### config.mk
export PLATFORM = sky130hd
export DESIGN_NAME = brightness_ctrl
export DESIGN_NICKNAME = d
export VERILOG_FILES = /design/src/rtl/brightness_ctrl.sv
export SDC_FILE = /design/constraint.sdc
export NUM_CORES = 1
export LEC_CHECK = 0
export CORE_MARGIN = 2
export CORE_UTILIZATION = 39
export CTS_BUF_LIST = sky130_fd_sc_hd__clkbuf_16
export DETAILED_ROUTE_END_ITERATION = 16
export GPL_ROUTABILITY_DRIVEN = 0
export PLACE_DENSITY = 0.84
export SKIP_LAST_GASP = 1
export SYNTH_ARGS = -nofsm -noshare
export SYNTH_HDL_FRONTEND = slang
export SYNTH_SLANG_ARGS = --single-unit
### constraint.sdc
create_clock -name clk -period 0.98 [get_ports clk]
set_input_delay 0.294 -clock clk [delete_from_list [all_inputs] [get_ports clk]]
set_output_delay 0.294 -clock clk [all_outputs]
set_load 0.01 [all_outputs]
### src/rtl/brightness_ctrl.sv
// Ramps the brightness coefficient toward a written target by one step per video frame.
// Optional per-frame ramping is enabled by defining BRIGHTNESS_CTRL_RAMP_EN; otherwise each write jumps at the next frame.
module brightness_ctrl #(
  parameter int PIXEL_WIDTH = 8
) (
  input  logic        clk,
  input  logic        rst,
  input  logic        coe_wr_i,
  input  logic [15:0] coe_i,
  input  logic [7:0]  step_i,
  input  logic        vs_i,
  output logic [15:0] coe_o,
  output logic        busy_o,
  output logic        done_o
);
  localparam int CW = PIXEL_WIDTH + 1;
  localparam int DW = (CW + 1 > 10) ? CW + 1 : 10;

  typedef enum logic [1:0] {IDLE = 2'd0, ARMED = 2'd1, STEP = 2'd2} state_t;

  state_t              state, state_nxt;
  logic signed [CW-1:0] target, current, cur_nxt;
  logic                vs_q, rise, hit;
  logic                unused_bits;

  assign rise        = vs_i & ~vs_q;
  assign coe_o       = 16'(current);
  assign unused_bits = ^(coe_i >> CW);

`ifdef BRIGHTNESS_CTRL_RAMP_EN
  logic [7:0]           step;
  logic signed [DW-1:0] diff, mag, stp;

  // Difference is widened so that neither |d| nor current +/- step can wrap.
  always_comb begin
    diff = DW'(target) - DW'(current);
    mag  = (diff < 0) ? -diff : diff;
    stp  = DW'({1'b0, step});
    if (step == 8'd0 || mag <= stp)
      cur_nxt = target;
    else if (diff > 0)
      cur_nxt = CW'(DW'(current) + stp);
    else
      cur_nxt = CW'(DW'(current) - stp);
  end

  always_ff @(posedge clk) begin
    if (!rst)
      step <= '0;
    else if (coe_wr_i)
      step <= step_i;
  end
`else
  logic unused_step;
  assign unused_step = ^step_i;
  assign cur_nxt     = target;
`endif

  assign hit = (cur_nxt == target);

  always_comb begin
    state_nxt = state;
    case (state)
      IDLE:    if (coe_wr_i) state_nxt = ARMED;
      ARMED:   if (rise) state_nxt = STEP;
      // A write landing on STEP re-arms so the new target gets its own frame.
      STEP:    state_nxt = (coe_wr_i || !hit) ? ARMED : IDLE;
      default: state_nxt = IDLE;
    endcase
  end

  always_ff @(posedge clk) begin
    if (!rst) begin
      state   <= IDLE;
      target  <= '0;
      current <= '0;
      vs_q    <= 1'b0;
      busy_o  <= 1'b0;
      done_o  <= 1'b0;
    end else begin
      state  <= state_nxt;
      vs_q   <= vs_i;
      busy_o <= (state_nxt != IDLE);
      done_o <= (state == STEP) && !coe_wr_i && hit;
      if (state == STEP)
        current <= cur_nxt;
      if (coe_wr_i)
        target <= coe_i[CW-1:0];
    end
  end
endmodule

==> Word level (Yosys, flattened, before mapping) <==
Cells that the tools add are included.
{ "op_classes": {"bitwise_logic": 2, "n_mux": 4, "reduce_logical": 4, "eq_ne": 2} }
{ "ops": {"columns": ["operator", "count"], "rows": [
  ["$pmux W2 S3", 1],
  ["$mux W2", 2],
  ["$eq A2 B1 Y1 const B", 1],
  ["$eq A2 B2 Y1 const B", 1],
  ["$logic_not A2 Y1", 1],
  ["$reduce_bool A2 Y1", 1],
  ["$and A1 B1 Y1", 1],
  ["$logic_and A1 B1 Y1", 1],
  ["$logic_not A1 Y1", 1],
  ["$mux W1", 1],
  ["$not A1 Y1", 1]
]} }
{ "word_totals": {"word_cells": 18, "register_bits": 23, "inputBits": 28, "out_inout_bits": 18} }

==> Logic depth before layout (Yosys ltp) <==
{ "depth": {"word_depth": 5, "depth_mapped": 4, "mapped_depth_nobuf": 3} }

==> Worst setup path before layout <==
No wires, ideal clock.
{ "synth_path": {"path_type": "register to output", "startpoint": "reg current[8]", "endpoint": "out coe_o[10]", "path_stages_with_launch": 2, "setup_slack_ns": 0.030, "path_buffers": 1, "t_arrival_ns": 0.656, "t_required_ns": 0.686, "cell_sequence": "dfxtp_1 > buf_4"} }
{ "synth_rtl": {"columns": ["element", "line_no", "text"], "rows": [
  ["start: declaration", "22", "logic signed [CW-1:0] target, current, cur_nxt;"],
  ["start signal: assignment", "86", "current <= cur_nxt;"],
  ["end: declaration", "12", "output logic [15:0] coe_o,"]
]} }
No word-level cell between the ends.

==> Worst setup path in the final report <==
{ "layout_path": {"startpoint": "reg current[8]", "endpoint": "out coe_o[15]"} }
No word-level cell between the ends.

==> results_dict.tcl <==
set metrics [dict create \
    clock-sinks 23 \
    cts_root_buffer "clkbuf_16" \
    final_common_cell "buf_4" \
    cts_made_buffers 3 \
    syn_area_um2 959.7 \
    violations "negative setup slack" \
    fin_util_pct 66.36 \
    seq_area_um2 476.7 \
    cellPowerDensity_mw_per_mm2 1368 \
    swShare_pct 19.99 \
    clk_pin_slew_worst_paths_ps 60 \
    cts_hold_buf 0 \
    slew_violations 0 \
    power_frac_clock_pct 41.7 \
    endpoint_kind "primary output" \
    cp.required_ps 690 \
    grtUsageTotal_pct 14.91 \
    hp-class "input pin to register" \
    vias_per_cell 4.590 \
    grt_max_degree 13 \
    setup_viol 12 \
    first_global_vias 714 \
    worst_path_largest_cell_delay_ps 360 \
    drive_gt1_share_pct 55.64 \
    ioPinCount 46 \
    wl_per_cell_um 11.82 \
    antenna_found_initial 0 \
    timing.fmax_mhz 877.9 \
    setup_ws_ps -159.1 \
    dr.first_iter.drc_count 8 \
    first_pass_iters 4 \
    cap_viol_max_count 0 \
    power_frac_seq_pct 48.0 \
    place_ws_ps -388.1 \
    clockBufferDepth 2 \
    ys_warn_count 0 \
    io_buffers 30 \
    clk_latency_ps 250 \
    mostFrequentLayoutCells "15 x buf_4, 12 x dfxtp_1, 12 x buf_6" \
    antenna_cells 0 \
    final_cell_count_no_fill 161 \
    power.switching_w 0.0004130 \
    multi_input_area_um2 434.2 \
    syn_to_final_growth_pct 57.37 \
    post-route-drc-count 0 \
    worstSetupPathType "register to primary output" \
    die_y_um 53.61 \
    tritoncts "yes" \
    rsz0062_at_grt "true" \
    cpMostUsedCell "buf_6" \
    worst_ir_drop_vdd_mv 1.201 \
    rows 17 \
    crit_fanout 6 \
    drt_wl_total_mm 1.903 \
    cts_max_level 1 \
    min_period_over_period_pct 116.2 \
    final.min_clock_period_ps 1139 \
    grt_pass1_wl_mm 3.042 \
    arrival_ps 850 \
    internal-power_w 0.001653 \
    fp.coreArea_mm2 0.002276 \
    post-place-cells 151 \
    comb_power_share_pct 10.3 \
    n_fill_cell 169 \
    slew_headroom_pct 90.42 \
    initial_core_util_pct 42.17 \
    grt_overflow_total 0 \
    finalHoldViolCount 0 \
    status "finished, violations left" \
    tightest_slew_ps 139.8 \
    rrSetupSlack_ps 40 \
    cpMaxStageDelayCell "dfxtp_4" \
    nets 162 \
    p_leak_nw 0.6704 \
    skew_ps 1.320 \
    seq_area_frac_synth_pct 47.98 \
    ys_types 16 \
    avgSynthCellArea_um2 10.55 \
    startpoint_type "register" \
    path_cells "buf_6 -> buf_6" \
    synthesis.nets 119 \
    ys_ff_latch 23 \
    syn_inst 91 \
    dp_hpwl_mm 1.281 \
    vias 739 \
    die_area_mm2 0.002874 \
    fp.dieW_um 53.61 \
    ant_nets 0 \
]
==> logic make-up (layout without fill, tap and decap cells) <==
group,count (synthesis),count (layout),synth area share [%]
buffers and inverters,12,54,8.866
flip-flops,23,23,47.98
AO/OA/AOI/OAI,11,11,11.86
multiplexers,9,9,9.388
AND/OR/NAND/NOR,36,36,21.90
==> power by group through the flow <==
stage               Combinational (W)  Sequential, W  Clock [W]
detailed placement           0.000195        0.00101          0
global route                 0.000228       0.000995   0.000915
CTS                          0.000209       0.000987   0.000873
finish                       0.000213       0.000991   0.000862
floorplan                   0.0000953        0.00101          0
global placement             0.000189        0.00101          0
==> cell type report <==
type / instances / share of cell area [%]
Multi-Input combinational cell: 56 / 28.75
Clock buffer: 3 / 4.971
Clock inverter: 1 / 0.2485
Timing Repair Buffer: 50 / 32.15
Tap cell: 28 / 2.320
Sequential cell: 23 / 31.57
==> through the flow <==
| stage | power (W) | setup TNS (ps) | hold WS [ps] | instance area, µm² |
|---|---|---|---|---|
| floorplan | 0.001103 | 0 | 398.6 | 959.7 |
| global placement | 0.001196 | -9805 | 409.0 | 1340 |
| detailed placement | 0.001204 | -10340 | 424.8 | 1340 |
| CTS | 0.002069 | -834.0 | 421.3 | 1455 |
| global route | 0.002137 | -1100 | 323.8 | 1510 |
| finish | 0.002066 | -783.3 | 300.1 | 1510 |
==> final timing paths <==
| kind | from | endpoint | cells after the start |
|---|---|---|---|
| setup / recovery | current[8] | coe_o[15] | 2 |
| hold / removal | vs_i | vs_q | 2 |
| setup reg to reg | state[1] | current[2] | 4 |
| hold reg to reg | vs_q | state[1] | 1 |
==> timing repair <==
action | in CTS | in global routing
cloned | 1 | 1
endpoints found under the setup margin | 29 | 30
gates resized for setup | 97 | 9
buffers inserted | 1 | 3
==> flip-flops by register name, indices dropped and copies added, names as in the netlist <==
name / flops
cur_nxt: 9
current: 9
vs_q: 1
done_o: 1
busy_o: 1
state: 2
==> cell usage after synthesis, drive strengths merged <==
library cell,n,share of area (%)
nand2,18,9.4
a21boi,10,11
and2,2,1.3
nor2b,11,7.2
o21ai,1,0.52
clkbuf,1,0.39
buf,11,8.5
mux2i,9,9.4
nor3b,2,2.1
nand2b,3,2.0
dfxtp,23,48
==> worst max-delay path, delay by kind of cell, from the launching register on <==
family / cells / cell delay (ps)
flops: 1 / 360
buf+inv: 2 / 230
==> layer usage <==
metal  GRT usage (%)  routed length [µm]  vias to the layer above
li1                -                   -                      371
met1           16.15                 769                      346
met2           28.19                1030                       18
met3           1.667                  65                        4
met4           7.692                  38                        0
met5               0                   0                        -
Note: power is estimated with default switching activity, not from simulation.
